### config.mk
export PLATFORM = sky130hd
export DESIGN_NAME = ex_operand_stage
export DESIGN_NICKNAME = d
export VERILOG_FILES = /design/src/rtl/ex_operand_stage.sv
export SDC_FILE = /design/constraint.sdc
export NUM_CORES = 1
export LEC_CHECK = 0
export BUFFER_PORTS_ARGS = -buffer_cell sky130_fd_sc_hd__buf_2
export CAP_MARGIN = 20
export CORE_MARGIN = 2
export CORE_UTILIZATION = 25
export DETAILED_ROUTE_END_ITERATION = 7
export SLEW_MARGIN = 15
export SYNTH_ARGS = -nofsm -noshare
export SYNTH_HDL_FRONTEND = slang
export SYNTH_SLANG_ARGS = --single-unit
### constraint.sdc
create_clock -name clk -period 1.5 [get_ports clk]
set_input_delay 0.375 -clock clk [delete_from_list [all_inputs] [get_ports clk]]
set_output_delay 0.375 -clock clk [all_outputs]
set_load 0.01 [all_outputs]
### src/rtl/ex_operand_stage.sv
// rtl/ex_operand_stage.sv - ID/EX operand stage feeding the RV32I ALU (optional forwarding: EX_FORWARD_EN)
module ex_operand_stage #(
    parameter int XLEN   = 32,
    parameter int REG_AW = 5
) (
    input  logic              clk,
    input  logic              reset,
    input  logic              id_valid,
    output logic              id_ready,
    input  logic [XLEN-1:0]   id_pc,
    input  logic [XLEN-1:0]   id_rd1,
    input  logic [XLEN-1:0]   id_rd2,
    input  logic [XLEN-1:0]   id_imm,
    input  logic [REG_AW-1:0] id_rs1,
    input  logic [REG_AW-1:0] id_rs2,
    input  logic [REG_AW-1:0] id_rd,
    input  logic              id_ALUSrcA,
    input  logic              id_ALUSrcB,
    input  logic [2:0]        id_ALUControl,
    input  logic              id_RegWrite,
    input  logic              flush,
    input  logic              mem_RegWrite,
    input  logic [REG_AW-1:0] mem_rd,
    input  logic [XLEN-1:0]   mem_result,
    input  logic              wb_RegWrite,
    input  logic [REG_AW-1:0] wb_rd,
    input  logic [XLEN-1:0]   wb_result,
    input  logic              ex_ready,
    output logic              ex_valid,
    output logic [XLEN-1:0]   srcA,
    output logic [XLEN-1:0]   srcB,
    output logic [2:0]        ALUControl,
    output logic [XLEN-1:0]   ex_store_data,
    output logic [REG_AW-1:0] ex_rd,
    output logic              ex_RegWrite
);

    logic              ex_valid_q, ex_valid_d;
    logic [XLEN-1:0]   pc_q, pc_d;
    logic [XLEN-1:0]   rd1_q, rd1_d;
    logic [XLEN-1:0]   rd2_q, rd2_d;
    logic [XLEN-1:0]   imm_q, imm_d;
    logic [REG_AW-1:0] rs1_q, rs1_d;
    logic [REG_AW-1:0] rs2_q, rs2_d;
    logic [REG_AW-1:0] rd_q, rd_d;
    logic              alu_src_a_q, alu_src_a_d;
    logic              alu_src_b_q, alu_src_b_d;
    logic [2:0]        alu_control_q, alu_control_d;
    logic              reg_write_q, reg_write_d;

    logic [XLEN-1:0]   fwd_a;
    logic [XLEN-1:0]   fwd_b;
    logic              load;
    logic              stall;

    assign id_ready = !flush && (!ex_valid_q || ex_ready);
    assign load     = id_valid && id_ready;
    assign stall    = ex_valid_q && !ex_ready;

`ifdef EX_FORWARD_EN
    // Bypass MEM then WB results onto the held source registers; x0 is never bypassed
    always_comb begin
        fwd_a = rd1_q;
        if (mem_RegWrite && (mem_rd != '0) && (mem_rd == rs1_q))
            fwd_a = mem_result;
        else if (wb_RegWrite && (wb_rd != '0) && (wb_rd == rs1_q))
            fwd_a = wb_result;
        fwd_b = rd2_q;
        if (mem_RegWrite && (mem_rd != '0) && (mem_rd == rs2_q))
            fwd_b = mem_result;
        else if (wb_RegWrite && (wb_rd != '0) && (wb_rd == rs2_q))
            fwd_b = wb_result;
    end
`else
    // Hazards are resolved upstream, so the MEM/WB bypass ports are ignored
    logic unused_fwd_inputs;
    assign unused_fwd_inputs = ^{mem_RegWrite, mem_rd, mem_result, wb_RegWrite, wb_rd, wb_result};
    assign fwd_a = rd1_q;
    assign fwd_b = rd2_q;
`endif

    // Next-state: flush beats load, load beats drain; stalled entries refresh their sources
    always_comb begin
        ex_valid_d    = ex_valid_q;
        pc_d          = pc_q;
        rd1_d         = rd1_q;
        rd2_d         = rd2_q;
        imm_d         = imm_q;
        rs1_d         = rs1_q;
        rs2_d         = rs2_q;
        rd_d          = rd_q;
        alu_src_a_d   = alu_src_a_q;
        alu_src_b_d   = alu_src_b_q;
        alu_control_d = alu_control_q;
        reg_write_d   = reg_write_q;
        if (flush) begin
            ex_valid_d = 1'b0;
        end else if (load) begin
            ex_valid_d    = 1'b1;
            pc_d          = id_pc;
            rd1_d         = id_rd1;
            rd2_d         = id_rd2;
            imm_d         = id_imm;
            rs1_d         = id_rs1;
            rs2_d         = id_rs2;
            rd_d          = id_rd;
            alu_src_a_d   = id_ALUSrcA;
            alu_src_b_d   = id_ALUSrcB;
            alu_control_d = id_ALUControl;
            reg_write_d   = id_RegWrite;
        end else if (stall) begin
            rd1_d = fwd_a;
            rd2_d = fwd_b;
        end else if (ex_valid_q && ex_ready) begin
            ex_valid_d = 1'b0;
        end
    end

    // Pipeline register with synchronous active-high reset
    always_ff @(posedge clk) begin
        if (reset) begin
            ex_valid_q    <= 1'b0;
            pc_q          <= '0;
            rd1_q         <= '0;
            rd2_q         <= '0;
            imm_q         <= '0;
            rs1_q         <= '0;
            rs2_q         <= '0;
            rd_q          <= '0;
            alu_src_a_q   <= 1'b0;
            alu_src_b_q   <= 1'b0;
            alu_control_q <= 3'd0;
            reg_write_q   <= 1'b0;
        end else begin
            ex_valid_q    <= ex_valid_d;
            pc_q          <= pc_d;
            rd1_q         <= rd1_d;
            rd2_q         <= rd2_d;
            imm_q         <= imm_d;
            rs1_q         <= rs1_d;
            rs2_q         <= rs2_d;
            rd_q          <= rd_d;
            alu_src_a_q   <= alu_src_a_d;
            alu_src_b_q   <= alu_src_b_d;
            alu_control_q <= alu_control_d;
            reg_write_q   <= reg_write_d;
        end
    end

    assign ex_valid      = ex_valid_q;
    assign srcA          = alu_src_a_q ? pc_q : fwd_a;
    assign srcB          = alu_src_b_q ? imm_q : fwd_b;
    assign ex_store_data = fwd_b;
    assign ALUControl    = alu_control_q;
    assign ex_rd         = rd_q;
    assign ex_RegWrite   = ex_valid_q && reg_write_q;

endmodule

[Word-level counts from Yosys, hierarchy flattened]
Index checks and enable logic that the tools add are counted.
Operators by class
  equal/unequal tests: 1
  multiplexer cells: 5
  bitwise operators: 1
  reductions and logical operators: 13
Operator list (count)
  32-bit two-way mux: 2
  1-bit logical AND: 5
  2-bit AND reduction: 2
  1-bit zero test: 3
  1-bit two-way mux: 3
  2-bit inequality test (second input constant): 1
  2-bit nonzero test: 1
  2-bit OR reduction: 1
  1-bit logical OR: 1
  1-bit NOT: 1
Word-level totals
  register bits after elaboration: 140
  bits of input ports: 230
  word-level logic and storage cells: 30

[Logic depth before layout (Yosys ltp)]
Gate-level depths: netlist of run 1.
  word-level depth: 6
  gate-level depth with buffers: 6
  mapped depth without buffers: 3

[Least setup slack after synthesis of run 1]
OpenSTA, ideal clock, no wires.
  path kind: reg2out
  from: register alu_src_a_q
  to: output port srcA[10]
  arrival time: 1.074 ns
  required time: 1.125 ns
  slack: 0.051 ns
  stages on the path, launching flop included: 4
  buffers on the path: 2
  cells stage by stage: dfxtp_1 clkbuf_1 buf_2 mux2_2
On the way
  cells in the longest elaborated chain, start to end: 1
Ends and longest elaborated chain
  start: declaration: RTL line 46  | logic alu_src_a_q, alu_src_a_d;
  start signal: assignment: RTL line 143  | alu_src_a_q <= alu_src_a_d;
  32-bit two-way mux: RTL line 151  | assign srcA = alu_src_a_q ? pc_q : fwd_a;
  end: declaration: RTL line 30  | output logic [XLEN-1:0] srcA,
No other way between the ends.

[Worst setup path in the final report of run 1]
Same ends and word-level chain as after synthesis.

==> flow_summary.toml, run 1 <==
[logic_synthesis]
yosysMostFrequentCell = "nand2b_1"
async_flop_share_pct = 0
yosys_warnings = 0
synth_common_cells = "nand2b_1 (278), dfxtp_1 (140), mux2i_1 (139), mux2_2 (64), clkbuf_1 (30)"
synthFlopType = "dfxtp_1"
synth_top_cell_by_area = "dfxtp_1"
synth-edff-count = 0
ys_seq_area_share_pct = 39.3
syn_area_per_cell_um2 = 10.5
synth_area_um2 = 7130
synthTopCellsByArea = "dfxtp_1 (39%), nand2b_1 (24%), mux2i_1 (20%), mux2_2 (10%), buf_12 (3.1%)"
syn_inst = 682
syn_nets = 912
yosys.cell_types.count = 15
synth_seq_cells = 140
netlist.area_leader.share_pct = 39.3

[route]
drt_drc_violations_left = 0
drt-total-wl_mm = 19.9
num_vias = 5522
wire_per_inst_um = 14.8
route.met3.wl_mm = 1.44
wl_met2_mm = 9.41
met1_length_mm = 8.85
drt_iter0_markers = 211
drt_first_pass_iters = 4
routed_via_density = 4.11
top_layer_used = "met5"
drtAntennaViolNets = 0

[floorplanning]
start_util_pct = 25.5
coreArea_um2 = 27900
dieArea_um2 = 29900
die_w_um = 173
die_h_um = 173
placementRows = 61
ioPinCount = 337

[pwr]
leakage_uw = 0.00455
p_per_area_nw_per_um2 = 963
peakVddDrop_mv = 0.651
finalPower_uw = 10200

[grt]
grt_pass1_wl_mm = 29.8
grt_max_degree = 78
antenna_found_initial = 1
grt_usage_pct = 12.4
grt_pass1_vias = 5572
grt_overflow_total = 0

[final_layout]
multiInputGateArea_um2 = 4140
diodes = 0
final_nets = 1183
drive_above_1_share_pct = 42.2
fillers = 2787
regArea_um2 = 2810
final_core_util_pct = 37.9
synthToLayoutAreaGrowth_pct = 48.6

[worst_setup_path]
startpoint_type = "register"
critPathArrivalTime_ns = 1.54
crit_path_max_incr_delay_ns = 0.45
path_class = "register to output port"
crit_fanout = 7
endpoint_kind = "output port"
crit_chain = "clkbuf_16, mux2_4, buf_6"
critPathTopFamily = "flip-flops"
crit_required_ns = 1.12
path_buf_inv = 2
crit_slowest_cell = "dfxtp_4"

[sta]
setup_viol = 71
maxSlewHeadroom_pct = 83.2
setup_tns_ns = -23.86
maxSlewViolCount = 0
setup_ws_ns = -0.412
tightest_slew_ns = 0.251
fin_crit_sh_pct = 127
max_freq_mhz = 523
rsz0062_at_grt = "yes"
post-route-min-period_ns = 1.91
fin_skew_ns = 0.0172
hold_viol_final = 0
timing.hold.ws_ns = 0.162

[outcome]
violations = "setup timing"
status = "complete, but fails checks"

[placement]
dp_slack_ns = -0.0201
place.gp.congestion = 0.772
io_buffers = 250
hpwl_mm = 12.4

[clock_network]
cts_buffers = 17
cts.sinks = 140
path_clk_slew_ns = 0.07
clock_latency_ns = 0.42
cts_buffer_depth = 2
root_buffer = "clkbuf_16"
hold_buffers = 0
cts.htree.levels = 4
cts_tree = "built"

[flow_run]
maxCapViolations = 0

[worst_hold_path]
hold_path_class = "input pin to register"
==> worst reg2reg max path, cell delays in order (launching register included) <==
cell	delay [ns]
dfxtp_2	0.33
nor2b_4	0.13
nor3b_4	0.26
buf_6	0.17
buf_12	0.17
buf_12	0.19
mux2i_1	0.21
==> per-stage QoR <==
step,cells,area [um2]
after floorplan,682,7130
after global placement,1287,8860
after detailed placement,1287,8860
after CTS,1325,10000
after global routing,1344,10600
final,1344,10600
==> layout by cell type (no fill, tap or decap) <==
cell          n
nand2b_1    278
buf_16        3
clkinv_2      1
dfxtp_2       1
buf_2       185
clkinvlp_4    3
inv_6         3
nor3_1        1
buf_4        17
buf_12       18
and2_1        1
mux2i_1     139
nor3b_4       1
mux2_4       64
dfxtp_1     137
dfxtp_4       2
clkinv_4      2
clkbuf_8      4
buf_6        72
buf_8         5
nor2b_4       1
clkbuf_16    24
bufinv_16     2
nor2_1        2
==> routing by layer <==
layer	vias to the layer above	GRT usage, %
met5	-	0
li1	2784	-
met2	174	20.8
met4	2	3.64
met3	15	4.71
met1	2547	14.7
==> cell families (layout without fill, tap and decap cells) <==
group                  after synthesis  after routing  synth area share [%]
AND/OR/NAND/NOR                    284            284                  25.0
buffers and inverters               55            339                  6.04
multiplexers                       203            203                  29.6
flip-flops                         140            140                  39.3
==> worst paths after layout <==
kind                            slack [ns]           to   startpoint  cells after the start
worst max-delay path                 -0.41     srcA[10]  alu_src_a_q                      3
worst max register to register       -0.03     imm_q[0]     ex_valid                      6
worst min-delay path                  0.16     ex_valid        flush                      2
worst min register to register        0.47  reg_write_q  reg_write_q                      2
==> power by group <==
group	total, uW	leakage [uW]	switching (uW)	internal [uW]
Clock	4450	0.000293	1800	2650
Sequential	4040	0.00115	124	3910
Combinational	1720	0.00311	681	1040
Total	10200	0.00455	2600	7600
==> cell type report <==
class                           instances  share of cell area [%]
Multi-Input combinational cell        487                    39.1
Sequential cell                       140                    26.5
Clock inverter                         11                    1.24
Timing Repair Buffer                  307                    24.1
Tap cell                              378                    4.46
Clock buffer                           21                    4.53
==> timing repair <==
| item | 4_1_cts | 5_1_grt |
|---|---|---|
| resized for setup | 89 | 74 |
| setup buffers | 3 | 12 |
| gates cloned | 3 | 7 |
| setup endpoints to repair | 65 | 77 |
| pin swaps | 0 | 1 |
| endpoints found under the hold margin | 0 | 0 |
==> flip-flops by register name, summed over array words and instances (netlist names) <==
name           count
alu_src_b_q        1
ALUControl         3
fwd_a             32
ex_store_data     32
pc_q              32
imm_q             32
reg_write_q        1
ex_rd              5
ex_valid           1
alu_src_a_q        1
Note: power is estimated with default switching activity, not from simulation.
==> run 2: changes to the inputs <==
--- a/config.mk
+++ b/config.mk
@@ -5,6 +5,7 @@
 export SDC_FILE = /design/constraint.sdc
 export NUM_CORES = 1
 export LEC_CHECK = 0
+export ABC_AREA = 1
 export BUFFER_PORTS_ARGS = -buffer_cell sky130_fd_sc_hd__buf_2
 export CAP_MARGIN = 20
 export CORE_MARGIN = 2
==> run 2 against run 1 <==
The run still ends with setup timing left. Setup slack improved by 0.11 ns. Via count rose by 51%. Power grew 5.1%. Combinational power increased by 31%. Final area is 4.2% higher. Critical path depth grew 1. Register-to-register slack better by 0.28 ns. Synthesized area up 11%. Critical endpoint is now srcB[17]. Highest routed layer unchanged.
==> flow_summary.toml, run 2 <==
[grt]
use_met3_pct = 4.89
use_met1_pct = 19.8
grt_pass1_vias = 7896
met2_usage_pct = 24.8
grt_pass1_wl_mm = 40.6
grt_max_degree = 64
grt.busiest_layer = "met2"
grt_overflow_total = 0
grt_usage_pct = 15.4
antenna_found_initial = 4

[sta]
timing.hold.ws_ns = 0.263
setup_tns_ns = -16.48
maxSlewViolCount = 0
max_freq_mhz = 556
rsz0062_at_grt = "yes"
setup_ws_ns = -0.300
setup_viol = 64
fin_crit_sh_pct = 120
post-route-min-period_ns = 1.80
tightest_slew_ns = 0.316
hold_viol_final = 0
fin_skew_ns = 0.00717
maxSlewHeadroom_pct = 78.9

[route]
drt_first_pass_iters = 5
routed_via_density = 4.19
drtAntennaViolNets = 0
drt_drc_violations_left = 0
num_vias = 8314
wire_per_inst_um = 13.3
drt_iter0_markers = 439
drt-total-wl_mm = 26.4

[clock_network]
cts_buffers = 17
cts_buffer_depth = 2
clock_latency_ns = 0.42
cts_tree = "built"
root_buffer = "clkbuf_16"
path_clk_slew_ns = 0.06
cts.sinks = 140
cts.htree.levels = 4

[logic_synthesis]
synthFlopType = "dfxtp_1"
yosys_warnings = 0
syn_inst = 1341
yosysMostFrequentCell = "inv_1"
async_flop_share_pct = 0
synth_area_um2 = 7880
synthTopCellsByArea = "dfxtp_1 (36%), inv_1 (20%), nand2_1 (16%), nand4_1 (11%), nor2_1 (6.6%)"
synth_seq_cells = 140
synth_top_cell_by_area = "dfxtp_1"
syn_nets = 1571
yosys.cell_types.count = 16
ys_seq_area_share_pct = 35.6
netlist.area_leader.share_pct = 35.6
syn_area_per_cell_um2 = 5.88
synth_common_cells = "inv_1 (410), nand2_1 (344), dfxtp_1 (140), nand4_1 (139), nor2_1 (139)"
synth-edff-count = 0

[worst_setup_path]
endpoint_kind = "output port"
path_buf_inv = 3
crit_slowest_cell = "dfxtp_4"
crit_top_cell = "buf_12"
critPathArrivalTime_ns = 1.43
crit_required_ns = 1.12
crit_fanout = 12
path_class = "register to output port"
crit_chain = "buf_12, buf_12, o21ai_1, buf_2"
critPathTopFamily = "buffers and inverters"
crit_path_max_incr_delay_ns = 0.38
startpoint_type = "register"

[flow_run]
maxCapViolations = 0

[final_layout]
final_nets = 1799
fin_cells = 1985
final_cell_mix = "inv_1 (410), nand2_1 (321), buf_2 (239)"
drive_above_1_share_pct = 25.7
final_common_cell = "inv_1"
synthToLayoutAreaGrowth_pct = 40.1
fillers = 3397

[outcome]
violations = "setup timing"
status = "complete, but fails checks"

[placement]
place.gp.congestion = 0.807
dp_slack_ns = 0.0445
dpl.cell_count = 1934
io_buffers = 250
hpwl_mm = 16.7

[pwr]
finalPower_uw = 10700
p_per_area_nw_per_um2 = 971
peakVddDrop_mv = 0.702
leakage_uw = 0.00655

[floorplanning]
dieArea_um2 = 33000
die_h_um = 182
placementRows = 65
coreArea_um2 = 31300
start_util_pct = 25.2
ioPinCount = 337
die_w_um = 182

[worst_hold_path]
hold_path_class = "input pin to register"
## run 2: changes by cell type after synthesis, sizes merged, moves of 33 or more
cell    change
o21ai      +64
inv       +420
nand2b    -278
nor2      +137
buf        +33
nand4     +139
nand2     +345
mux2       -64
mux2i     -139
## run 2: tightest hold or removal path: cells and delay by family
| family | cells | cell delay [ns] |
|---|---|---|
| buffers and inverters | 2 | 0.10 |
| AND/OR/NAND/NOR | 3 | 0.18 |
## run 2: cell type report
| class | count | area, um2 | area share (%) |
|---|---|---|---|
| Sequential cell | 140 | 2810 | 25.5 |
| Antenna cell | 2 | 5.00 | 0.0453 |
| Inverter | 421 | 1590 | 14.4 |
| Clock inverter | 7 | 115 | 1.04 |
| Multi-Input combinational cell | 690 | 3390 | 30.7 |
| Clock buffer | 24 | 462 | 4.18 |
| Timing Repair Buffer | 299 | 2170 | 19.7 |
| Tap cell | 402 | 503 | 4.55 |
## run 2: per-layer routing
layer | vias to the layer above | wire, um
met5 | - | 26
met4 | 4 | 319
met3 | 22 | 1910
met2 | 248 | 11900
met1 | 3685 | 12300
li1 | 4355 | -
## run 2: kinds of logic after synthesis
group / count (synthesis) / synth area share [%]
simple gates: 624 / 34.2
buf+inv: 511 / 26.0
flops: 140 / 35.6
compound gates: 66 / 4.19
## run 2: where the power goes
group / switching (uW) / internal [uW]
logic: 1280 / 966
registers: 134 / 3980
clock network: 1710 / 2650
total: 3130 / 7590
## run 2: repair_timing
item / 4_1_cts / 5_1_grt
setup endpoints to repair: 65 / 64
hold buffers: 0 / 0
setup buffers: 3 / 3
pin swaps: 1 / 36
cloned: 4 / 8
gates resized for setup: 93 / 91
## run 2: path summary, 6_finish.rpt
| check | startpoint | endpoint | slack, ns | depth (start not counted) |
|---|---|---|---|---|
| setup / recovery | alu_src_b_q | srcB[17] | -0.30 | 4 |
| hold / removal | id_rd[0] | ex_rd[0] | 0.26 | 5 |
| setup reg to reg | ex_valid | pc_q[27] | 0.25 | 6 |
| hold reg to reg | pc_q[29] | pc_q[29] | 0.51 | 4 |
## run 2: per-stage QoR
step	cell area, um2	utilization (%)
final	11000	35.3
after global routing	11000	35.3
after CTS	10500	33.4
after detailed placement	9660	30.8
after global placement	9660	30.8
after floorplan	7880	-
